**config.mk**
```make
export PLATFORM = sky130hd
export DESIGN_NAME = goldschmidt_divider
export DESIGN_NICKNAME = d
export VERILOG_FILES = /design/src/rtl/goldschmidt_divider.sv
export SDC_FILE = /design/constraint.sdc
export NUM_CORES = 1
export LEC_CHECK = 0
export CAP_MARGIN = 20
export CORE_ASPECT_RATIO = 0.75
export CORE_MARGIN = 2
export CORE_UTILIZATION = 55
export CTS_CLUSTER_DIAMETER = 60
export CTS_CLUSTER_SIZE = 10
export DETAILED_ROUTE_END_ITERATION = 10
export GPL_TIMING_DRIVEN = 0
export HOLD_SLACK_MARGIN = 0.03
export PLACE_DENSITY = 0.86
export SYNTH_ARGS = -nofsm -noshare
export SYNTH_HDL_FRONTEND = slang
export SYNTH_SLANG_ARGS = --single-unit
```
**constraint.sdc**
```tcl
create_clock -name clk -period 7.27 [get_ports clk]
set_input_delay 1.8175 -clock clk [delete_from_list [all_inputs] [get_ports clk]]
set_output_delay 1.8175 -clock clk [all_outputs]
set_load 0.05 [all_outputs]
```
**src/rtl/goldschmidt_divider.sv**
```systemverilog
// goldschmidt_divider: FSM-sequenced Goldschmidt N/D with one shared RNE multiplier
// GSDIV_DIVZERO_EN adds d==0 bypass straight to DONE and the div_zero flag
module goldschmidt_divider #(
  parameter int WIDTH = 16,
  parameter int ITERS = 3
) (
  input  logic             clk,
  input  logic             reset,
  input  logic             in_valid,
  output logic             in_ready,
  input  logic [WIDTH-1:0] n,
  input  logic [WIDTH-1:0] d,
  input  logic [WIDTH-1:0] ia,
  output logic             out_valid,
  input  logic             out_ready,
  output logic [WIDTH-1:0] result,
  output logic             busy
`ifdef GSDIV_DIVZERO_EN
  ,
  output logic             div_zero
`endif
);
  localparam int CW = $clog2(ITERS + 1);
`ifdef GSDIV_DIVZERO_EN
  localparam bit DZ = 1'b1;
`else
  localparam bit DZ = 1'b0;
`endif
  typedef enum logic [1:0] {IDLE, MUL_D, MUL_N, DONE} state_t;
  state_t state_q, state_d;
  logic [WIDTH-1:0] n_q, n_d, d_q, d_d, k_q, k_d, result_q, result_d, rnd;
  logic [CW-1:0] cnt_q, cnt_d;
  logic [2*WIDTH-1:0] p;
  logic [WIDTH:0] sum;
  logic accept, zero_in, last;
  if (ITERS < 1 || ITERS > 15) begin : g_iters_check
    $error("goldschmidt_divider: ITERS must be in 1..15");
  end
  assign accept  = state_q == IDLE && in_valid;
  assign zero_in = DZ && d == '0;
  assign last    = cnt_q == CW'(ITERS - 1);
  // Q2 product back to Q1: keep P[2W-2:W-1], round half to even, saturate at >= 2.0
  always_comb begin
    p   = {{WIDTH{1'b0}}, (state_q == MUL_D ? d_q : n_q)} * {{WIDTH{1'b0}}, k_q};
    sum = {1'b0, p[2*WIDTH-2:WIDTH-1]} + (WIDTH+1)'(p[WIDTH-2] && ((|p[WIDTH-3:0]) || p[WIDTH-1]));
    rnd = (p[2*WIDTH-1] || sum[WIDTH]) ? '1 : sum[WIDTH-1:0];
  end
  always_comb begin
    state_d = state_q == IDLE  ? (in_valid ? (zero_in ? DONE : MUL_D) : IDLE)
            : state_q == MUL_D ? MUL_N
            : state_q == MUL_N ? (last ? DONE : MUL_D)
            : (out_ready ? IDLE : DONE);
  end
  always_comb begin
    n_d      = accept ? n  : state_q == MUL_N ? rnd : n_q;
    d_d      = accept ? d  : state_q == MUL_D ? rnd : d_q;
    k_d      = accept ? ia : state_q == MUL_N ? -d_q : k_q;
    cnt_d    = accept ? '0 : state_q == MUL_N ? cnt_q + CW'(1) : cnt_q;
    result_d = (accept && zero_in) ? '1 : (state_q == MUL_N && last) ? rnd : result_q;
  end
  always_comb begin
    in_ready  = state_q == IDLE;
    busy      = state_q != IDLE;
    out_valid = state_q == DONE;
    result    = result_q;
  end
  always_ff @(posedge clk) begin
    if (!reset) begin
      state_q  <= IDLE;
      n_q      <= '0;
      d_q      <= '0;
      k_q      <= '0;
      cnt_q    <= '0;
      result_q <= '0;
    end else begin
      state_q  <= state_d;
      n_q      <= n_d;
      d_q      <= d_d;
      k_q      <= k_d;
      cnt_q    <= cnt_d;
      result_q <= result_d;
    end
  end
`ifdef GSDIV_DIVZERO_EN
  logic div_zero_q, div_zero_d;
  always_comb begin
    div_zero_d = (accept && zero_in) ? 1'b1 : (state_q == DONE && out_ready) ? 1'b0 : div_zero_q;
  end
  always_ff @(posedge clk) begin
    if (!reset) div_zero_q <= 1'b0;
    else div_zero_q <= div_zero_d;
  end
  assign div_zero = div_zero_q;
`endif
endmodule
```
==> results_dict.tcl <==
set metrics [dict create \
    overflow 0 \
    root_buffer "clkbuf_16" \
    worst_pin_slew_ns 0.779 \
    routedWlPerCell_um 22.4 \
    post-place-cells 1856 \
    grt_usage 0.364 \
    path_common_cell "fa_1" \
    cap_violations 0 \
    syn_to_final_growth_pct 25.6 \
    synth_edf_count 0 \
    period_share 1.11 \
    syn_nets 1845 \
    synthDistinctLibCells 70 \
    violations "negative setup slack" \
    drive_gt1_frac 0.177 \
    cts_made_buffers 9 \
    synth_top_area_cell "fa_1" \
    grt_pass1_wl_mm 65.9 \
    fin_util 0.704 \
    synth_top_family_by_area "adder cells" \
    grt_pass1_vias 12132 \
    synth_seq_cells 68 \
    ys.flop_type "dfxtp_1" \
    ys.warnings.count 0 \
    syn_inst 1492 \
    power_leakage_nw 7.21 \
    grt_max_degree 17 \
    status "finished, violations left" \
    required_ns 7.51 \
    clockBufferDepth 2 \
    ys_top_cells_by_area "fa_1 (31%), dfxtp_1 (11%), ha_1 (11%)" \
    placed_cell_area_mm2 0.0136 \
    ys_async_sr_fraction 0 \
    synth_compound_area_frac 0.114 \
    path_clk_slew_ns 0.06 \
    rows 47 \
    route.detailed.drc 0 \
    tritoncts "done" \
    hp-class "flip-flop to flip-flop" \
    ant_nets 0 \
    cts_sinks 68 \
    synth_seq_area_share 0.110 \
    worstHoldStart "cnt_q[1]" \
    maxSlewViolCount 0 \
    startpoint_type "flip-flop" \
    antenna_found_initial 1 \
    synth.avg_cell_area_um2 8.30 \
    critPathArrivalTime_ns 8.27 \
    critPathSlowestCell "fa_1" \
    io_buffers 70 \
    timing.rr.start "state_q[0]" \
    peakVddDrop_uv 206 \
    cp-startpoint "state_q[0]" \
    wl_mm 43.8 \
    fin_crit_ns 8.04 \
    drtIter0Drc 1496 \
    setup_slack_ns -0.766 \
    first_pass_iters 6 \
    path_max_fanout 7 \
    synth.top_cell.area_share 0.314 \
    start_util 0.560 \
    fin_skew_ns 0.00774 \
    ctsHoldBuffers 0 \
    rsz0062_at_grt "true" \
    hold_ws_ns 0.508 \
    htree_levels 3 \
    finalHoldViolCount 0 \
    place_congestion 0.965 \
    fin_area_mm2 0.0156 \
    synth_simple_gate_area_frac 0.210 \
    die-area_mm2 0.0237 \
    worstSkewPairLatency_ns 0.35 \
    vias 12078 \
    viasPerCell 6.18 \
    io_pins 71 \
    die_x_um 177 \
    coreArea_mm2 0.0221 \
    fmax_ghz 0.124 \
    fin_cells 1954 \
    power_density_mw_per_mm2 222 \
    synth_area_mm2 0.0124 \
    dpl.hpwl_mm 32.2 \
    fin_nets 2005 \
    synthXorXnorAreaFrac 0.0283 \
    synthAdderAreaFrac 0.422 \
    die_h_um 134 \
    cp-end-kind "flip-flop" \
    setup_viol 48 \
    maxSlewHeadroom 0.476 \
    max_stage_delay_ns 0.60 \
    crit_type "flip-flop to flip-flop" \
    synthMuxAreaShare 0.0155 \
    fillCellCount 1622 \
]
==> registers in the layout (all words and copies together), names as in the netlist <==
signal / flops
k_q: 16
n_q: 16
d_q: 16
result: 16
cnt_q: 2
state_q: 2
==> kinds of logic after synthesis <==
group | Yosys count
and+or+nand+nor | 526
buffers and inverters | 323
adders and majority gates | 301
AOI/OAI and AO/OA | 217
DFF | 68
xor gates and xnor gates | 40
muxes | 17
==> synthesized netlist by cell type, types with 4 or more instances <==
cell / number
nor2b_1: 10
nor3_1: 35
a22oi_1: 16
fa_1: 194
inv_1: 239
xnor2_1: 22
nor4_1: 19
buf_2: 7
and2_1: 125
clkbuf_1: 68
buf_1: 4
nand3_1: 18
nand4_1: 10
mux2_2: 17
o21ai_1: 4
xor2_1: 18
a311oi_1: 14
nor2_1: 64
nand2b_1: 7
dfxtp_1: 68
a211oi_1: 4
nand2_1: 204
o21bai_1: 4
and3_1: 5
a21oi_1: 68
o21ai_0: 47
or3_1: 9
ha_1: 107
o22ai_1: 11
o211ai_1: 6
a21o_1: 6
==> routing by layer <==
layer	global-route usage	wire length [um]	up-vias
met5	0	0	-
met4	0.138	2210	0
met3	0.129	5980	198
met2	0.520	18500	854
met1	0.508	17000	5914
li1	-	-	5112
==> stage by stage <==
step / total power, mW / worst slack (ns) / TNS, ns
after floorplan: 1.71 / 0.000727 / 0
after global routing: 3.63 / -0.944 / -38.63
after CTS: 3.09 / -0.345 / -12.48
after global placement: 2.21 / -1.14 / -47.37
after detailed placement: 2.26 / -1.26 / -52.91
final: 3.46 / -0.766 / -29.66
==> layout make-up <==
class / instances / area [um^2] / share of cell area
inverters: 239 / 897 / 0.0577
clock inverters: 7 / 82.6 / 0.00531
plain buffers: 79 / 631 / 0.0405
diodes: 3 / 7.51 / 0.000483
clock buffers: 9 / 225 / 0.0145
well taps: 294 / 368 / 0.0236
repair buffers: 154 / 1430 / 0.0919
flip-flops and latches: 68 / 1370 / 0.0880
multi-input cells: 1101 / 10500 / 0.678
==> worst max-delay path: cells and delay by family, from the launching register on <==
family          cells  cell delay, ns
fa+ha+maj           7            3.38
buf+inv            13            1.44
simple gates        6            1.15
compound gates      5            1.09
flops               1            0.35
mux                 1            0.33
xor+xnor            1            0.16
==> cell usage in the layout (no fill, tap or decap), types with 10 or more instances in the layout <==
cell	n
inv_1	231
nand2_1	198
fa_1	184
and2_1	119
ha_1	97
buf_4	71
clkdlybuf4s50_1	70
dfxtp_1	66
nor2_1	52
a21oi_1	49
clkbuf_1	39
o21ai_0	35
nor3_1	28
xnor2_1	19
buf_6	17
nand3_1	17
mux2_4	16
a21oi_2	16
a22oi_1	16
nor4_1	16
clkbuf_16	15
a311oi_1	14
xor2_1	11
nand4_1	10
fa_2	10
==> power breakdown <==
group | total (mW) | internal, mW | switching, mW
clock network | 0.461 | 0.270 | 0.191
logic | 2.51 | 1.05 | 1.46
registers | 0.493 | 0.409 | 0.0848
total | 3.46 | 1.73 | 1.73
==> what timing repair did <==
| action | CTS | global route |
|---|---|---|
| buffers inserted | 53 | 29 |
| pin swaps | 71 | 41 |
| setup endpoints to repair | 48 | 48 |
| gates cloned | 4 | 0 |
| gates resized for setup | 189 | 68 |
==> final timing paths <==
kind / end / slack (ns) / cells after the start
worst min register to register: cnt_q[1] / 0.51 / 2
worst max-delay path: n_q[3] / -0.77 / 33
worst max register to register: n_q[3] / -0.77 / 33
worst min-delay path: cnt_q[1] / 0.51 / 2
Note: power is estimated with default switching activity, not from simulation.
